===== src/rtl/uart_pkg.sv =====
// Shared definitions for the UART transmit path: the controller state encoding,
// the idle line level and the default bit period (48 MHz clock, 9600 bps).
package uart_pkg;

    typedef enum logic [2:0] {
        IDLE   = 3'd0,
        START  = 3'd1,
        DATA   = 3'd2,
        PARITY = 3'd3,
        STOP   = 3'd4
    } tx_state_t;

    localparam logic LINE_IDLE            = 1'b1;
    localparam int   DEFAULT_CLKS_PER_BIT = 5000;

endpackage


===== src/rtl/uart_baud_tick.sv =====
// Restartable bit-period divider. It counts only while enabled, and it emits a
// one-cycle tick on the last clock of each bit period.
module uart_baud_tick
    import uart_pkg::*;
#(
    parameter int CLKS_PER_BIT = DEFAULT_CLKS_PER_BIT
) (
    input  logic clk,
    input  logic reset,
    input  logic restart,
    input  logic enable,
    output logic tick
);

    localparam int                CNT_W = $clog2(CLKS_PER_BIT);
    localparam logic [CNT_W-1:0] LAST  = CNT_W'(CLKS_PER_BIT - 1);

    logic [CNT_W-1:0] r_count;
    logic             w_at_last;

    assign w_at_last = (r_count == LAST);

    // NOTE: tick is decoded from the registered count, so the controller sees it
    // on the same edge where the counter wraps. No extra cycle is added per bit.
    assign tick = enable && !restart && w_at_last;

    // NOTE: sequential state uses non-blocking assignments only. Reset is
    // asynchronous, so it is listed in the sensitivity list.
    always_ff @(posedge clk or posedge reset) begin
        if (reset) begin
            r_count <= '0;
        end else if (restart) begin
            r_count <= '0;
        end else if (enable) begin
            r_count <= w_at_last ? '0 : r_count + 1'b1;
        end
    end

endmodule


===== src/rtl/uart_tx_ctrl.sv =====
// UART transmit controller: start bit, DATA_BITS LSB first, optional even parity,
// then STOP_BITS stop bits. Parity is built in only when UART_TX_PARITY_EN is defined.
module uart_tx_ctrl
    import uart_pkg::*;
#(
    parameter int CLKS_PER_BIT = DEFAULT_CLKS_PER_BIT,
    parameter int DATA_BITS    = 8,
    parameter int STOP_BITS    = 1
) (
    input  logic                 clk,
    input  logic                 reset,
    input  logic [DATA_BITS-1:0] tx_data,
    input  logic                 tx_valid,
    output logic                 tx_ready,
    output logic                 tx_serial,
    output logic                 tx_busy,
    output logic                 tx_done
);

    localparam int               IDX_W     = $clog2(DATA_BITS) + 1;
    localparam logic [IDX_W-1:0] LAST_DATA = IDX_W'(DATA_BITS - 1);
    localparam logic [IDX_W-1:0] LAST_STOP = IDX_W'(STOP_BITS - 1);

    tx_state_t            r_state;
    logic [DATA_BITS-1:0] r_shift;
    logic [IDX_W-1:0]     r_bit_idx;
    logic                 r_serial;
    logic                 r_ready;
    logic                 r_busy;
    logic                 r_done;
`ifdef UART_TX_PARITY_EN
    logic                 r_parity;
`endif

    logic w_accept;
    logic w_tick;

    assign w_accept = tx_valid && r_ready;

    // Restarting on the accept edge aligns every frame to its own start bit.
    uart_baud_tick #(
        .CLKS_PER_BIT(CLKS_PER_BIT)
    ) u_baud (
        .clk    (clk),
        .reset  (reset),
        .restart(w_accept),
        .enable (r_busy),
        .tick   (w_tick)
    );

    always_ff @(posedge clk or posedge reset) begin
        if (reset) begin
            r_state   <= IDLE;
            r_shift   <= '0;
            r_bit_idx <= '0;
            r_serial  <= LINE_IDLE;
            r_ready   <= 1'b1;
            r_busy    <= 1'b0;
            r_done    <= 1'b0;
`ifdef UART_TX_PARITY_EN
            r_parity  <= 1'b0;
`endif
        end else begin
            r_done <= 1'b0;
            case (r_state)
                IDLE: begin
                    if (w_accept) begin
                        r_shift   <= tx_data;
                        r_bit_idx <= '0;
                        r_serial  <= 1'b0;
                        r_ready   <= 1'b0;
                        r_busy    <= 1'b1;
                        r_state   <= START;
`ifdef UART_TX_PARITY_EN
                        r_parity  <= ^tx_data;
`endif
                    end
                end

                START: begin
                    if (w_tick) begin
                        r_serial <= r_shift[0];
                        r_shift  <= r_shift >> 1;
                        r_state  <= DATA;
                    end
                end

                DATA: begin
                    if (w_tick) begin
                        if (r_bit_idx == LAST_DATA) begin
                            r_bit_idx <= '0;
`ifdef UART_TX_PARITY_EN
                            r_serial  <= r_parity;
                            r_state   <= PARITY;
`else
                            r_serial  <= LINE_IDLE;
                            r_state   <= STOP;
`endif
                        end else begin
                            r_bit_idx <= r_bit_idx + 1'b1;
                            r_serial  <= r_shift[0];
                            r_shift   <= r_shift >> 1;
                        end
                    end
                end

`ifdef UART_TX_PARITY_EN
                PARITY: begin
                    if (w_tick) begin
                        r_serial <= LINE_IDLE;
                        r_state  <= STOP;
                    end
                end
`endif

                // The stop period is counted in whole bit ticks, using the freed bit index.
                STOP: begin
                    if (w_tick) begin
                        if (r_bit_idx == LAST_STOP) begin
                            r_bit_idx <= '0;
                            r_done    <= 1'b1;
                            r_ready   <= 1'b1;
                            r_busy    <= 1'b0;
                            r_state   <= IDLE;
                        end else begin
                            r_bit_idx <= r_bit_idx + 1'b1;
                        end
                    end
                end

                default: begin
                    r_bit_idx <= '0;
                    r_serial  <= LINE_IDLE;
                    r_ready   <= 1'b1;
                    r_busy    <= 1'b0;
                    r_state   <= IDLE;
                end
            endcase
        end
    end

    assign tx_ready  = r_ready;
    assign tx_serial = r_serial;
    assign tx_busy   = r_busy;
    assign tx_done   = r_done;

endmodule


===== config.mk =====
export PLATFORM = sky130hd
export DESIGN_NAME = uart_tx_ctrl
export DESIGN_NICKNAME = d
export VERILOG_FILES = /design/src/rtl/uart_pkg.sv /design/src/rtl/uart_baud_tick.sv /design/src/rtl/uart_tx_ctrl.sv
export SDC_FILE = /design/constraint.sdc
export NUM_CORES = 1
export LEC_CHECK = 0
export CAP_MARGIN = 5
export CORE_ASPECT_RATIO = 1.5
export CORE_MARGIN = 2
export CORE_UTILIZATION = 40
export CTS_CLUSTER_DIAMETER = 30
export DETAILED_ROUTE_END_ITERATION = 12
export HOLD_SLACK_MARGIN = 0.02
export PLACE_DENSITY = 0.69
export SYNTH_ARGS = -nofsm -noshare
export SYNTH_HDL_FRONTEND = slang
export SYNTH_SLANG_ARGS = --single-unit

===== constraint.sdc =====
create_clock -name clk -period 2.4 [get_ports clk]
set_input_delay 0.36 -clock clk [delete_from_list [all_inputs] [get_ports clk]]
set_output_delay 0.36 -clock clk [all_outputs]
set_load 0.01 [all_outputs]

==> reports/results.ini <==
[clocking]
clock_path_buffers = 2
cts_tree = done
h-tree-depth = 2
cts_resized = 0
cts_setup_buffers = 0
ctsHoldBuffers = 0
clkTransAtPathRegs_ps = 70
cts_buffers = 5
clkLatencyLatePin_ps = 290
clock-sinks = 32
cts_root_buf = clkbuf_8

[sta]
fmax_mhz = 473
report.final.slew_viol_count = 0
grt_setup_unrepaired = no
tightest_slew_ps = 632
timing.final.crit_share = 0.880
tns_ps = 0
finClkSkew_ps = 6.87
finalSetupViolCount = 0
hold_viol = 0
relSlewSlack = 0.575
period_minus_slack_ps = 2110

[grt]
grt_pass1_wl_um = 6640
grt_max_degree = 33
grt_usage = 0.172
overflow = 0
grt_pass1_vias = 1487
antenna_found_initial = 0

[drt]
detail_route.wl_per_cell_um = 15.0
detail-route-antenna-nets = 0
routed_wl_um = 3970
vias = 1553
drt_iter0_markers = 88
via_per_inst = 5.86
wl_met2_um = 2020
top_layer_used = met4
route.met3.wl_um = 136
met1_length_um = 1720
drc_errors = 4
drtPass1Iterations = 8

[power_and_ir_drop]
power_uw = 1140
ir_drop_mv = 0.306
powerDensity_nw_per_um2 = 529
leakage_uw = 0.000892

[floorplanning]
coreArea_um2 = 4430
die-area_um2 = 5080
initial_core_util = 0.408
die_y_um = 86.3
die_x_um = 58.9
num_rows = 30
pin_count = 15

[synth]
ys_seq_elements = 32
ys.flop_type = dfrtp_1
synth-edff-count = 0
yosys_warnings = 0
synth_seq_area_share = 0.444
async_flop_share = 1.00
syn_nets = 211
ys_types = 45
synth_area_um2 = 1810
avgSynthCellArea_um2 = 9.18
syn-instance-count = 197

[placement]
post-place-cells = 257
io_buffers = 14
dp.final_hpwl_um = 2800
gp_congestion = 0.824
place_area_um2 = 2040

[worst_setup_path]
critPathMaxFanout = 8
path_class = reg2reg
critical_path.startpoint = u_baud.r_count[5]
r2r-start = u_baud.r_count[5]
worstPathArrival_ps = 2320
required_ps = 2610
critPathCaptureType = flip-flop
critPathLaunchType = flip-flop

[finish]
stdcell_area_um2 = 2170
syn2layout_area_growth_pct = 19.8
drive_gt1_frac = 0.134
antenna_cells = 0
final_common_cell = dfrtp_1
final_cell_mix = dfrtp_1 (30), o21ai_0 (21), clkdlybuf4s50_1 (14), nand2_1 (12), a21oi_1 (12)
nets = 230
final_cells = 265

[run]
maxCapViolCount = 0

[status]
violations = DRC
status = complete, but fails checks

[hold_path]
hp-class = in2async

power breakdown:
part           leakage, µW  internal [µW]  switching, µW
clock            0.0000645            366            203
combinational     0.000418           19.8           16.7
sequential        0.000410            539              0
total             0.000892            925            219
cells by family (layout without fill, tap and decap cells):
group | count (synthesis) | count (layout) | share of synthesized area
fa+ha+maj | 3 | 3 | 0.0208
xor+xnor | 2 | 2 | 0.00969
flops | 32 | 32 | 0.444
compound gates | 75 | 75 | 0.272
simple gates | 66 | 66 | 0.212
buf+inv | 19 | 39 | 0.0408
layout make-up:
class	instances	area (µm²)
Fill cell	399	2260
Timing Repair Buffer	23	208
Multi-Input combinational cell	146	938
Clock inverter	1	30.0
Clock buffer	7	96.3
Tap cell	48	60.1
Sequential cell	32	803
Inverter	8	30.0
cell usage after synthesis (2+ instances only):
| master | n | share of area |
|---|---|---|
| o31a_1 | 2 | 0.0097 |
| dfrtp_1 | 30 | 0.42 |
| a22oi_1 | 2 | 0.0083 |
| o22ai_1 | 8 | 0.028 |
| a31oi_1 | 4 | 0.014 |
| o21a_1 | 2 | 0.0083 |
| nor2_1 | 11 | 0.023 |
| o31ai_1 | 10 | 0.042 |
| and3_1 | 4 | 0.014 |
| nor3_1 | 4 | 0.011 |
| o21ai_0 | 21 | 0.058 |
| nand2_1 | 12 | 0.025 |
| nand3b_1 | 2 | 0.0083 |
| a2bb2oi_1 | 7 | 0.034 |
| nand2b_1 | 6 | 0.021 |
| or2_2 | 2 | 0.0069 |
| nor2b_1 | 4 | 0.014 |
| nand4_1 | 2 | 0.0069 |
| inv_1 | 8 | 0.017 |
| nand3_1 | 7 | 0.019 |
| ha_1 | 3 | 0.021 |
| buf_2 | 2 | 0.0055 |
| nor4_1 | 2 | 0.0069 |
| clkbuf_1 | 9 | 0.019 |
| a21oi_1 | 12 | 0.033 |
| dfstp_2 | 2 | 0.029 |
critical path, stage by stage (launching register included):
cell       delay [ps]
dfrtp_1           420
or4_4             580
nor4_4            270
nor3_1            110
buf_4             180
nor2_1            130
buf_4             180
a2bb2oi_1         180
flip-flops by register name, indices dropped and copies added (netlist names):
signal          cells
r_bit_idx           4
r_state             3
tx_busy             1
tx_ready            1
u_baud.r_count     13
r_shift             8
tx_done             1
tx_serial           1
layer usage:
layer / global-route usage / vias to the layer above
li1: - / 777
met1: 0.201 / 741
met2: 0.283 / 28
met3: 0.0388 / 7
met4: 0.0971 / 0
met5: 0 / -
final timing paths:
path | cells after the start | end | slack [ps]
hold reg to reg | 1 | u_baud.r_count[12] | 470
max in group asynchronous | 3 | tx_ready | 1610
hold / removal | 3 | r_shift[1] | 460
setup reg to reg | 7 | r_shift[0] | 290
min in group clk | 1 | u_baud.r_count[12] | 470
setup / recovery | 7 | r_shift[0] | 290
metrics by stage:
| stage | worst slack [ps] | utilization | hold slack, ps |
|---|---|---|---|
| floorplan | 253 | - | 437 |
| global placement | 224 | 0.460 | 463 |
| detailed placement | 207 | 0.460 | 465 |
| CTS | 300 | 0.489 | 472 |
| global route | 120 | 0.489 | 499 |
| finish | 288 | 0.489 | 459 |
No activity file was read; power rests on OpenSTA's default activity.
